$ cat src/rtl/cory_rr_arb.sv
// cory_rr_arb: packet-aware round-robin arbiter feeding a single-entry output register.
//
// Ports:
//   clk      - clock; all state updates on the rising edge
//   reset_n  - asynchronous active-low reset
//   i_a_v    - per-requester valid (bit k = requester k)
//   i_a_d    - per-requester data, requester k at [k*N +: N]
//   i_a_l    - per-requester last-beat flag, qualified by i_a_v
//   o_a_r    - per-requester ready (at most one bit set)
//   o_z_v    - output valid (stage full)
//   o_z_d    - output data
//   o_z_id   - index of the requester that supplied o_z_d
//   o_z_l    - last flag of the beat on o_z_d
//   i_z_r    - downstream ready
//
// A packet runs from the first beat a requester gets granted to its beat with l=1. While a
// packet is open the arbiter is locked to that requester, even if it drops valid, so beats of
// different packets never interleave. When a packet closes, the search pointer moves to the
// requester after the one just served.
module cory_rr_arb #(
    parameter int unsigned N   = 8,
    parameter int unsigned NUM = 4,
    parameter int unsigned W   = 2
) (
    input  logic             clk,
    input  logic             reset_n,
    input  logic [NUM-1:0]   i_a_v,
    input  logic [NUM*N-1:0] i_a_d,
    input  logic [NUM-1:0]   i_a_l,
    output logic [NUM-1:0]   o_a_r,
    output logic             o_z_v,
    output logic [N-1:0]     o_z_d,
    output logic [W-1:0]     o_z_id,
    output logic             o_z_l,
    input  logic             i_z_r
);

    typedef enum logic {StUnlocked, StLocked} state_e;

    state_e       state_q;
    logic [W-1:0] lock_id_q;
    logic [W-1:0] ptr_q;
    logic         full_q;
    logic [N-1:0] d_q;
    logic [W-1:0] id_q;
    logic         l_q;

    logic           gnt_found;
    logic [W-1:0]   gnt_id;
    logic [NUM-1:0] gnt_oh;
    logic           can_accept;
    logic           accept;
    logic           sel_v;
    logic           sel_l;
    logic [N-1:0]   sel_d;
    logic [W-1:0]   ptr_next;
    int unsigned    cand;

    // Grant selection: locked -> fixed id regardless of valid; unlocked -> first valid
    // requester at or after ptr, wrapping modulo NUM.
    always_comb begin
        gnt_found = 1'b0;
        gnt_id    = '0;
        cand      = 0;
        if (state_q == StLocked) begin
            gnt_found = 1'b1;
            gnt_id    = lock_id_q;
        end else begin
            for (int unsigned i = 0; i < NUM; i++) begin
                cand = 32'(ptr_q) + i;
                if (cand >= NUM) begin
                    cand = cand - NUM;
                end
                for (int unsigned k = 0; k < NUM; k++) begin
                    if (!gnt_found && (cand == k) && i_a_v[k]) begin
                        gnt_found = 1'b1;
                        gnt_id    = W'(k);
                    end
                end
            end
        end
    end

    // Stage can take a beat when empty, or when the held beat leaves this same cycle.
    assign can_accept = !full_q || i_z_r;

    always_comb begin
        gnt_oh = '0;
        sel_v  = 1'b0;
        sel_l  = 1'b0;
        sel_d  = '0;
        for (int unsigned k = 0; k < NUM; k++) begin
            gnt_oh[k] = gnt_found && (gnt_id == W'(k));
            sel_v     = sel_v | (i_a_v[k] & gnt_oh[k]);
            sel_l     = sel_l | (i_a_l[k] & gnt_oh[k]);
            sel_d     = sel_d | (i_a_d[k*N +: N] & {N{gnt_oh[k]}});
        end
    end

    assign o_a_r  = can_accept ? gnt_oh : '0;
    assign accept = can_accept && sel_v;

    // Explicit wrap so non-power-of-2 NUM returns to 0 after NUM-1.
    assign ptr_next = (gnt_id == W'(NUM - 1)) ? '0 : gnt_id + 1'b1;

    always_ff @(posedge clk or negedge reset_n) begin
        if (!reset_n) begin
            state_q   <= StUnlocked;
            lock_id_q <= '0;
            ptr_q     <= '0;
            full_q    <= 1'b0;
            d_q       <= '0;
            id_q      <= '0;
            l_q       <= 1'b0;
        end else begin
            if (accept) begin
                full_q <= 1'b1;
                d_q    <= sel_d;
                id_q   <= gnt_id;
                l_q    <= sel_l;
                if (sel_l) begin
                    state_q <= StUnlocked;
                    ptr_q   <= ptr_next;
                end else begin
                    state_q   <= StLocked;
                    lock_id_q <= gnt_id;
                end
            end else if (full_q && i_z_r) begin
                full_q <= 1'b0;
            end
        end
    end

    assign o_z_v  = full_q;
    assign o_z_d  = d_q;
    assign o_z_id = id_q;
    assign o_z_l  = l_q;

endmodule
$ cat config.mk
export PLATFORM = sky130hd
export DESIGN_NAME = cory_rr_arb
export DESIGN_NICKNAME = d
export VERILOG_FILES = /design/src/rtl/cory_rr_arb.sv
export SDC_FILE = /design/constraint.sdc
export NUM_CORES = 1
export LEC_CHECK = 0
export ABC_AREA = 1
export CAP_MARGIN = 20
export CORE_MARGIN = 5
export CORE_UTILIZATION = 39
export CTS_CLUSTER_SIZE = 14
export DETAILED_ROUTE_END_ITERATION = 10
export PLACE_DENSITY = 0.87
export SLEW_MARGIN = 5
export SYNTH_ARGS = -nofsm -noshare
export SYNTH_HDL_FRONTEND = slang
export SYNTH_SLANG_ARGS = --single-unit
$ cat constraint.sdc
create_clock -name clk -period 3.2 [get_ports clk]
set_clock_uncertainty 0.1 [all_clocks]
set_input_delay 0.32 -clock clk [delete_from_list [all_inputs] [get_ports clk]]
set_output_delay 0.32 -clock clk [all_outputs]
set_load 0.02 [all_outputs]
## Word-level counts from Yosys, hierarchy flattened

Index checks and enable logic that the tools add are counted.

- Bitwise logic cells: 22
- Order comparisons: 4
- Muxes and demuxes: 61
- Add/sub/neg operators: 8
- Equality and inequality tests: 15
- Reduce and logical (&&, ||, !) cells: 62

Operator list:

| operator | number |
|---|---|
| $eq A32 B2 Y1 const B | 8 |
| $mux W32 | 8 |
| $eq A32 B1 Y1 const B | 4 |
| $logic_not A32 Y1 | 4 |
| $logic_and A1 B1 Y1 | 37 |
| $mux W1 | 36 |
| $and A8 B8 Y8 | 4 |
| $mux W2 | 16 |
| $or A8 B8 Y8 | 3 |
| $logic_not A1 Y1 | 16 |
| $sub A3 B3 Y4 const B | 3 |
| $ge A3 B3 Y1 const B | 3 |
| $and A1 B1 Y1 | 8 |
| $add A2 B2 Y3 const B | 2 |
| $or A1 B1 Y1 | 6 |
| $eq A2 B2 Y1 const B | 2 |
| $mux W4 | 1 |
| $reduce_and A2 Y1 | 2 |
| $sub A2 B3 Y4 const B | 1 |
| $add A2 B1 Y3 const B | 1 |
| $ge A2 B3 Y1 const B | 1 |
| $add A2 B1 Y2 const B | 1 |
| $eq A2 B1 Y1 const B | 1 |
| $logic_not A2 Y1 | 1 |
| 3 further kinds | 3 |

- Register bits: 17
- Output and inout port bits: 16
- Input port bits: 43

## Longest topological paths before layout

Gate-level depths: netlist of run 1.

- Depth in word-level cells: 90
- Gate-level depth with buffers: 25

## Worst setup path after synthesis of run 1

OpenSTA, ideal clock, no wires.

- Kind: reg2out
- From: register ptr_q[1]
- To: output o_a_r[3]
- Path slack: 0.147 ns
- Required time: 2.780 ns
- Stages on the path, launching flop included: 18
- Arrival: 2.633 ns
- Path through: dfrtp_1 -> nand2_1 -> inv_1 -> nand2_1 -> o21ai_2 -> nor2_4 -> nand4_2 -> nor2_4 -> nand4_2 -> nor3_1 -> nand2_1 -> o21ai_0 -> nor2_1 -> nor2_2 -> ha_1 -> clkbuf_1 -> nand2_1 -> nor2_1

- Word-level cells in the longest chain between the ends: 85

Ends and longest elaborated chain:

| element | RTL line | RTL |
|---|---|---|
| start, declared | 42 | `logic [W-1:0] ptr_q;` |
| start signal, assigned | 123 | `ptr_q <= ptr_next;` |
| $sub A2 B3 Y4 / $ge A2 B3 Y1 (equally long branches) | 72, 71 |  |
| $mux W32 | 71 | `if (cand >= NUM) begin` |
| $mux W32 | 65 | `if (state_q == StLocked) begin` |
| $logic_not A32 Y1 | 75 | `if (!gnt_found && (cand == k) && i_a_v[k]) begin` |
| $logic_and A1 B1 Y1 | 75 |  |
| $mux W1 | 75 |  |
| $mux W1 | 65 |  |
| $logic_not A1 Y1 | 75 |  |
| (+69 left out) | - |  |
| $logic_not A1 Y1 | 75 |  |
| $logic_and A1 B1 Y1 (2 in series) | 75 |  |
| $mux W2 * | 75 |  |
| $mux W2 * | 65 |  |
| named net gnt_id[1] | 49 | `logic [W-1:0] gnt_id;` |
| $eq A2 B2 Y1 * | 93 | `gnt_oh[k] = gnt_found && (gnt_id == W'(k));` |
| $logic_and A1 B1 Y1 * | 93 |  |
| $mux W4 * | 100 | `assign o_a_r = can_accept ? gnt_oh : '0;` |
| end, declared | 30 | `output logic [NUM-1:0] o_a_r,` |

The timed path passes the listed nets; every way through them passes the cells marked *. The select of a mux whose other input is x is not followed.

## Final worst setup path of run 1

- From: register ptr_q[1]
- To: output o_a_r[1]

- Word-level cells in the longest chain between the ends: 85

Ends and longest elaborated chain:

| element | RTL line |
|---|---|
| $sub A2 B3 Y4 / $ge A2 B3 Y1 (equally long branches) | 72, 71 |
| $mux W32 | 71 |
| $mux W32 | 65 |
| $logic_not A32 Y1 | 75 |
| $logic_and A1 B1 Y1 | 75 |
| $mux W1 | 75 |
| $mux W1 | 65 |
| $logic_not A1 Y1 | 75 |
| (+69 left out) | - |
| $logic_not A1 Y1 | 75 |
| $logic_and A1 B1 Y1 (2 in series) | 75 |
| $mux W2 * | 75 |
| $mux W2 * | 65 |
| named net gnt_id[1] | 49 |
| $eq A2 B1 Y1 * | 93 |
| $logic_and A1 B1 Y1 * | 93 |
| $mux W4 * | 100 |

Marks and branches as above.

==> run metrics, run 1 <==
Min-Delay Path Depth=2; Fin Hold WS=0.3810 ns; post-synthesis compound-gate area fraction=0.05942; Die W=71.48 um; Mean Syn Cell Area=6.700 um2; Simple-Gate Fraction of Synth Area=0.5221; worst r2r src=ptr_q[1]$_DFFE_PN0P_; Hold-fix buffers, CTS=0; final cell count without fillers=350; FF-to-FF path depth=21; Startpoint Class=flip-flop; Detailed Route WL=5337 um; CTS Root Cell=clkbuf_8; Period Utilization, post-route=1.057; FF-to-FF setup slack=-0.12 ns; Syn Inst Count=220; M2 GR Usage=0.2980; Placed Instances=336; Final Hold Viols=0; FF+latch area=427.9 um2; unrepaired setup endpoints after global routing=true; flops & latches, synth=17; fin nets=350; number of max-cap violations=0; pin count of the biggest net entering global routing=26; Leak=1.137 nW; total power=3.058 mW; first-pass GRT wire length=7500 um; Max Clk Rate=0.2956 GHz; number of global-route vias before repair=1,690; Iteration-0 DRC Markers=132; CP max FO=6; hpwl dp=3485 um; number of vias per cell=5.431; routed vias=1,901; total gr overflow=0; clock tree buffer depth=2; full die area=5109 um2; WP data arrival=2.96 ns; Final Setup Violations=21; CP required=2.78 ns; H-tree depth=1; drc violations=0; clock sinks=17; mux cell area share after synthesis=0; CP Capture Type=output pin; Worst VDD drop=0.0005664 V; Top Usage Layer GRT=met2; final core utilization=0.6849; Initial DRT Pass Iterations=5; pwr/cell area=1219 nW/um2; met1 Use GR=0.2321; Num CTS Buffers=3; Slew @ Worst Pin=0.7331 ns; Final Critical Period=3.382 ns; Synth Area in Adders=0.03396; Worst Hold Class=flip-flop to flip-flop; most frequent cells in the layout=54 x clkdlybuf4s50_1, 47 x nand2_1, 45 x nand3_1, 28 x buf_4, 15 x dfrtp_1; worst relative slew slack=0.5098; Skew-Pair Late Insertion Delay=0.25 ns; Clock transition at path regs=0.07 ns; ANT cells=0; multi-input logic area=1050 um2; Starting Density=0.4026; final worst-path setup slack=-0.1824 ns; commonest non-fill, non-tap cell in the layout=clkdlybuf4s50_1; worst hold start=o_z_id[0]$_DFFE_PN0P_; initial antenna violation count=0; reg2reg end=o_z_d[0]$_DFFE_PN0P_; hold-critical path endpoint=o_z_id[0]$_DFFE_PN0P_; DRT antenna net count=0; Tot GR Track Use=0.1787; CTS tree=built; largest family of logic cells by synthesized area=simple AND/OR/NAND/NOR gates; I/O Buffers=58; Post-Synth XOR/XNOR Area=0; Row Count=22; share of layout cells above drive strength 1=0.3046; Die Ht=71.48 um; Area Overhead vs Synth=70.12%; failing checks=negative setup slack; Syn Std Cell Area=1474 um2; # fillers=269; register area share after synthesis=0.2886; Final Max Tran Viols=0; I/O pin total=59; critical setup path kind=flip-flop to output pin; Placer Congestion=0.9836; synth unique cells=25; status=finished, violations left; Synth Net Count=267; YS warnings=0; Core Area=3661 um2; met3 usage in global routing=0.02244; Routed WL per cell=15.25 um
-- flip-flops by register name, summed over array words and instances (netlist names) --
name,cells
o_z_d,8
lock_id_q,2
o_z_id,2
ptr_q,2
o_z_l,1
o_z_v,1
state_q,1
-- metrics by stage --
| step | instance area, um2 | worst slack, ns | setup TNS [ns] |
|---|---|---|---|
| finish | 2507 | -0.1824 | -1.938 |
| global route | 2507 | -0.3206 | -5.234 |
| CTS | 2266 | 0.006409 | 0 |
| detailed placement | 2210 | -0.3727 | -6.761 |
| global placement | 2210 | -0.2581 | -4.472 |
| floorplan | 1474 | 0.1466 | 0 |
-- synth_stat cells, drive strengths merged --
| master | number | area (um2) |
|---|---|---|
| ha | 4 | 50.05 |
| nand2 | 61 | 244.0 |
| clkbuf | 4 | 15.01 |
| inv | 19 | 71.32 |
| dfrtp | 17 | 425.4 |
| nor3 | 2 | 10.01 |
| nand4 | 12 | 102.6 |
| nor4 | 1 | 6.260 |
| o21ai | 14 | 73.82 |
| a21oi | 2 | 13.76 |
| nand3 | 51 | 270.3 |
| nor2 | 25 | 136.4 |
| buf | 8 | 55.05 |
-- worst max-delay path, stage by stage, from the launching register on --
cell     delay [ns]
dfrtp_2        0.46
nand2_2        0.11
inv_2          0.05
nand2_2        0.09
o21ai_4        0.09
nor2_4         0.14
nand2_1        0.11
nor2_1         0.24
nor3_1         0.15
nor4_2         0.27
nand3_1        0.15
nor2_2         0.18
nor2_4         0.07
inv_2          0.08
ha_2           0.18
nand2_1        0.05
nor2_1         0.13
buf_4          0.16
-- cell type report --
type                    count  area share
clock inverters             1    0.001996
repair buffers             90      0.3388
multi-input cells         172      0.4187
flip-flops and latches     17      0.1707
clock buffers               3     0.01647
inverters                  19     0.02944
well taps                  48     0.02395
-- power by group --
group | switching (mW) | total (mW) | internal (mW) | leakage [nW]
combinational | 1.43 | 2.49 | 1.06 | 0.902
sequential | 0.0768 | 0.407 | 0.330 | 0.210
clock | 0.0763 | 0.163 | 0.0866 | 0.0255
-- cells by family after synthesis --
group | Yosys count
simple gates | 152
buf+inv | 31
flops | 17
compound gates | 16
fa+ha+maj | 4
-- worst max path at each step --
stage	from	to
final	ptr_q[1]$_DFFE_PN0P_	o_a_r[1]
after global routing	ptr_q[1]$_DFFE_PN0P_	o_z_d[0]$_DFFE_PN0P_
after CTS	ptr_q[0]$_DFFE_PN0P_	ptr_q[1]$_DFFE_PN0P_
after detailed placement	i_a_v[3]	ptr_q[1]$_DFFE_PN0P_
after global placement	i_a_v[3]	ptr_q[0]$_DFFE_PN0P_
after floorplan	ptr_q[1]$_DFFE_PN0P_	o_a_r[3]
-- routing by layer --
metal  wire length, um  vias to the layer above
li1                  -                      896
met1              2191                      885
met2              2535                      105
met3               451                       15
met4               159                        0
met5                 0                        -
-- timing repair --
action	CTS	global route
buffers inserted	2	8
gates resized for setup	20	56
setup endpoints to repair	20	21
pin swaps	2	16
Note: power is estimated with default switching activity, not from simulation.
==> run 2, diff against run 1 <==
--- a/config.mk
+++ b/config.mk
@@ -7,11 +7,13 @@
 export LEC_CHECK = 0
 export ABC_AREA = 1
 export CAP_MARGIN = 20
+export CELL_PAD_IN_SITES_DETAIL_PLACEMENT = 1
+export CELL_PAD_IN_SITES_GLOBAL_PLACEMENT = 1
 export CORE_MARGIN = 5
-export CORE_UTILIZATION = 39
-export CTS_CLUSTER_SIZE = 14
+export CORE_UTILIZATION = 27
+export CTS_CLUSTER_SIZE = 8
 export DETAILED_ROUTE_END_ITERATION = 10
-export PLACE_DENSITY = 0.87
+export PLACE_DENSITY = 0.88
 export SLEW_MARGIN = 5
 export SYNTH_ARGS = -nofsm -noshare
 export SYNTH_HDL_FRONTEND = slang
==> run 2 against run 1 <==
  * The run still ends with negative setup slack left
  * Sequential cell count did not move
  * Critical path type is now primary input to flip-flop
  * Via count grew 7.4%
  * Wire length up 40%
==> run metrics, run 2 (synthesized netlist as in run 1, its figures left out) <==
status=finished, violations left; failing checks=negative setup slack; CP max FO=8; critical setup path kind=primary input to flip-flop; Worst Hold Class=flip-flop to flip-flop; I/O pin total=59; share of layout cells above drive strength 1=0.3949; Seq pwr share=0.117; I/O Buffers=58; pwr/cell area=1310 nW/um2; Area Overhead vs Synth=86.25%; Worst VDD drop=0.0004914 V; setup TNS=-1.884 ns; Max Clk Rate=0.2973 GHz; routed wl met3=373 um; Tot GR Track Use=0.1796; max reg flops=8; final worst-path setup slack=-0.1631 ns; FF-to-FF setup slack=-0.15 ns; most frequent CP cell=nor2_4; Leak=1.229 nW; Detailed Route WL=7493 um; worst relative slew slack=0.4786; clock tree buffer depth=2; pin count of the biggest net entering global routing=34; Startpoint Class=primary input; routed vias=2,042; fin area=2745 um2; fin nets=362; Row Count=27; Final Max Tran Viols=0; ANT cells=0; Critical-path top delay cell=clkdlybuf4s50_1; number of vias per cell=5.290; Initial DRT Pass Iterations=4; final core utilization=0.5079; Switch Pwr=1.940 mW; CP required=3.29 ns; initial antenna violation count=0; Final Setup Violations=21; Hold-fix buffers, CTS=0; Clock transition at path regs=0.08 ns; full die area=7037 um2; commonest non-fill, non-tap cell in the layout=clkdlybuf4s50_1; CTS tree=built; drc violations=0; Final Critical Period=3.363 ns; WP data arrival=3.45 ns; Routed WL per cell=19.41 um; Skew-Pair Late Insertion Delay=0.27 ns; CP peak stage delay=0.48 ns; Die Ht=83.89 um; DR WL met2=3876 um; Die W=83.89 um; worst hold start=o_z_id[0]$_DFFE_PN0P_; Num CTS Buffers=3; total gr overflow=0; Slew @ Worst Pin=0.7796 ns; Max Used Layer=met4; clock sinks=17; Int Power=1.656 mW; CTS Root Cell=clkbuf_8; first-pass GRT wire length=10,340 um; Sw Share=0.5396; DRT met1 WL=2969 um; Placer Congestion=0.8489; Final Hold Viols=0; Iteration-0 DRC Markers=125; worst r2r src=ptr_q[0]$_DFFE_PN0P_; DRT antenna net count=0; CP cell instances=clkdlybuf4s50_1 -> buf_4 -> nand2_1 -> nand4_4 -> nor2_4 -> buf_4 -> nand3_1 -> nor2_2 -> nor4_1 -> nand3_1 -> nor2_2 -> nor2_4 -> inv_2 -> ha_4 -> buf_8 -> nand3_4 -> nand2_4 -> nor2_4 -> nor2_4 -> nand3_1 -> nand2_1; Starting Density=0.2727; clock share of power=0.048; Comb pwr share=0.835; Setup crit start=i_a_v[2]; most frequent cells in the layout=53 x clkdlybuf4s50_1, 42 x nand3_1, 41 x nand2_1, 40 x buf_4, 15 x dfrtp_1; hpwl dp=4346 um; number of max-cap violations=0; Core Area=5405 um2; Setup Slack @ Placement=-0.4801 ns; H-tree depth=1; CP top delay family=simple AND/OR/NAND/NOR gates; Period Utilization, post-route=1.051; CP Capture Type=flip-flop; Area after DPL=2277 um2; unrepaired setup endpoints after global routing=true; total power=3.596 mW; Buf+Inv Stages, Crit Path=5; number of global-route vias before repair=2,143
[run 2: through the flow]
stage / hold WS (ns) / instances
2_1_floorplan: -0.07559 / 220
3_5_place_dp: 0.3777 / 365
4_1_cts: 0.3927 / 376
5_1_grt: 0.4241 / 386
6_report: 0.3863 / 386
3_3_place_gp: 0.3674 / 365
[run 2: power groups by stage]
stage                     logic [mW]  registers (mW)  clock network (mW)
after global placement          2.00           0.395                   0
final                           3.00           0.421               0.172
after CTS                       2.33           0.402               0.164
after floorplan                 1.22           0.469                   0
after global routing            3.20           0.434               0.177
after detailed placement        2.09           0.397                   0
[run 2: layout make-up]
| cell class | instances | area [um2] |
|---|---|---|
| clock buffers | 3 | 41.29 |
| inverters | 19 | 73.82 |
| repair buffers | 101 | 925.9 |
| well taps | 72 | 90.09 |
| clock inverters | 1 | 5.005 |
| fillers | 664 | 2660 |
| multi-input cells | 173 | 1181 |
| flip-flops and latches | 17 | 427.9 |
[run 2: worst register-to-register path, delay by kind of cell, from the launching register on]
kind                     cells  cell delay (ns)
buffers and inverters        3             0.31
flip-flops                   1             0.46
AO/OA/AOI/OAI                1             0.07
adder cells (fa/ha/maj)      1             0.17
AND/OR/NAND/NOR             16             2.19
[run 2: timing repair]
| item | in CTS | in global routing |
|---|---|---|
| setup buffers | 5 | 10 |
| cloned | 2 | 0 |
| pin swaps | 13 | 26 |
| gates resized for setup | 46 | 66 |
| endpoints found under the setup margin | 21 | 21 |
[run 2: worst paths after layout]
| kind | end | cells past startpoint |
|---|---|---|
| worst max-delay path | ptr_q[1]$_DFFE_PN0P_ | 21 |
| worst min-delay path | o_z_id[0]$_DFFE_PN0P_ | 2 |
| worst max register to register | ptr_q[1]$_DFFE_PN0P_ | 21 |
| worst min register to register | o_z_id[0]$_DFFE_PN0P_ | 2 |
| max in group asynchronous | ptr_q[1]$_DFFE_PN0P_ | 1 |
| min in group asynchronous | o_z_v$_DFFE_PN0P_ | 1 |
[run 2: per-layer routing]
layer / global-route usage / up-vias
met4: 0.07310 / 0
met5: 0 / -
met2: 0.3254 / 83
met1: 0.2124 / 1013
met3: 0.02172 / 24
li1: - / 922
==> run 3, diff against run 2 <==
--- a/config.mk
+++ b/config.mk
@@ -9,6 +9,7 @@
 export CAP_MARGIN = 20
 export CELL_PAD_IN_SITES_DETAIL_PLACEMENT = 1
 export CELL_PAD_IN_SITES_GLOBAL_PLACEMENT = 1
+export CORE_ASPECT_RATIO = 0.7
 export CORE_MARGIN = 5
 export CORE_UTILIZATION = 27
 export CTS_CLUSTER_SIZE = 8
==> run 3 against run 2 <==
  * The run still ends with negative setup slack left
  * Sequential share of layout area rose by 0.61 points
  * Count of clock-buffer cells in the layout up 1
  * Final cell count unchanged
  * Via count down 3.7%
  * Sequential cell count unchanged
  * Hold slack worse by 0.0031 ns
  * Setup slack worse by 0.017 ns
  * Global-route usage decreased by 1.5 points
  * Utilization is 0.55 points lower
  * Critical path type is now flip-flop to flip-flop
  * Largest cell class unchanged
  * Largest power group unchanged
==> run metrics, run 3 (synthesized netlist as in run 1, its figures left out) <==
status=finished, violations left; failing checks=negative setup slack; commonest non-fill, non-tap cell in the layout=clkdlybuf4s50_1; fin nets=362; Core Area=5258 um2; Worst Hold Class=flip-flop to flip-flop; CTS Root Cell=clkbuf_8; FF+latch area=427.9 um2; Skew-Pair Late Insertion Delay=0.25 ns; CTS tree=built; Iteration-0 DRC Markers=153; Die Ht=71.82 um; FF-to-FF setup slack=-0.18 ns; Top Usage Layer GRT=met2; most frequent CP cell=nand2_1; final cell count without fillers=386; M2 GR Usage=0.2667; I/O Buffers=58; met1 Use GR=0.2283; critical setup path kind=flip-flop to flip-flop; setup TNS=-2.607 ns; CP required=3.23 ns; met3 usage in global routing=0.03599; Critical-path top delay cell=dfrtp_2; first-pass GRT wire length=9604 um; CP max FO=11; Period Utilization, post-route=1.056; WP data arrival=3.41 ns; Starting Density=0.2803; Max Clk Rate=0.2958 GHz; I/O pin total=59; Final Setup Violations=21; Num CTS Buffers=3; most frequent cells in the layout=54 x clkdlybuf4s50_1, 48 x nand2_1, 44 x nand3_1, 39 x buf_4, 15 x dfrtp_1; Routed WL per cell=17.84 um; Startpoint Class=flip-flop; DRT antenna net count=0; CP peak stage delay=0.47 ns; Hold-fix buffers, CTS=0; Area Overhead vs Synth=79.20%; ANT cells=0; pwr/cell area=1280 nW/um2; Placer Congestion=0.9012; drc violations=0; worst relative slew slack=0.4818; Detailed Route WL=6888 um; Final Hold Viols=0; Tot GR Track Use=0.1651; Clock transition at path regs=0.07 ns; unrepaired setup endpoints after global routing=true; Slew @ Worst Pin=0.7748 ns; Initial DRT Pass Iterations=4; CP cell instances=inv_2 -> nand2_4 -> nand3_2 -> nand2_2 -> nor2_4 -> nand4_4 -> nor2_4 -> nand4_2 -> nor3_2 -> nand2_1 -> o21ai_1 -> nor2_1 -> nor2_2 -> ha_1 -> buf_6 -> nand2_1 -> nand2_2 -> inv_1 -> nand2_1 -> nand3_2 -> nand2_1 -> nand2_1; Worst VDD drop=0.0004577 V; full die area=7060 um2; initial antenna violation count=0; number of vias per cell=5.096; clock sinks=17; Placed Instances=367; Leak=1.199 nW; final worst-path setup slack=-0.1803 ns; number of max-cap violations=0; share of layout cells above drive strength 1=0.3248; Setup Slack @ Placement=-0.4234 ns; H-tree depth=1; Final Max Tran Viols=0; total gr overflow=0; Die W=98.31 um; # fillers=629; multi-input logic area=1090 um2; Final Critical Period=3.380 ns; hpwl dp=4458 um; Row Count=22; clock tree buffer depth=2; number of global-route vias before repair=1,986; CP Capture Type=flip-flop; pin count of the biggest net entering global routing=39; max reg flops=8; routed vias=1,967
==> run 3: changes by cell type in the layout (fill, tap and decap cells not counted), moves of 2 or more <==
cell	change
o21ai_2	-8
nand2_1	+7
o21ai_1	+7
nand2_2	-5
nor2_1	+4
nor2_2	-4
buf_2	+2
nand2_4	-2
nand3_1	+2
nor3_2	+2
==> run 3: what timing repair did <==
action,in CTS,in global routing
resized for setup,32,49
buffers inserted,3,10
setup endpoints to repair,21,21
pin swaps,4,15
gates cloned,2,0
==> run 3: critical path, delay by kind of cell, from the launching register on <==
| kind | cells | cell delay, ns |
|---|---|---|
| adder cells (fa/ha/maj) | 1 | 0.26 |
| AO/OA/AOI/OAI | 1 | 0.16 |
| buffers and inverters | 3 | 0.33 |
| flip-flops | 1 | 0.47 |
| AND/OR/NAND/NOR | 17 | 1.92 |
==> run 3: per-stage QoR <==
step | cell area (um2) | hold WS (ns) | power [mW] | utilization
6_report | 2641 | 0.3832 | 3.380 | 0.5024
3_5_place_dp | 2292 | 0.3652 | 2.495 | 0.4360
5_1_grt | 2641 | 0.4216 | 3.600 | 0.5024
4_1_cts | 2406 | 0.3795 | 2.820 | 0.4576
3_3_place_gp | 2292 | 0.3693 | 2.435 | 0.4360
2_1_floorplan | 1474 | -0.07559 | 1.687 | -
==> run 3: area by class of cell <==
type,instances,area share
repair buffers,101,0.3463
multi-input cells,173,0.4126
well taps,72,0.03411
clock buffers,4,0.01705
inverters,19,0.02795
flip-flops and latches,17,0.1620
==> run 3: per-layer routing <==
layer,wire length [um],share of wire
met5,0,0
met4,96,0.014
met3,399,0.058
met2,3196,0.46
met1,3195,0.46
==> run 3: final timing paths <==
kind / startpoint / end / cells after the start
worst max register to register: ptr_q[0]$_DFFE_PN0P_ / lock_id_q[0]$_DFFE_PN0P_ / 22
min in group asynchronous: reset_n / o_z_v$_DFFE_PN0P_ / 1
worst max-delay path: ptr_q[0]$_DFFE_PN0P_ / lock_id_q[0]$_DFFE_PN0P_ / 22
worst min-delay path: o_z_id[0]$_DFFE_PN0P_ / o_z_id[0]$_DFFE_PN0P_ / 2
max in group asynchronous: reset_n / ptr_q[0]$_DFFE_PN0P_ / 1
worst min register to register: o_z_id[0]$_DFFE_PN0P_ / o_z_id[0]$_DFFE_PN0P_ / 2
==> run 3: power breakdown <==
group          internal (mW)  switching (mW)  leakage [nW]
Clock                 0.0885          0.0756        0.0228
Combinational           1.16            1.64         0.966
Sequential             0.330          0.0868         0.210
Total                   1.58            1.80          1.20
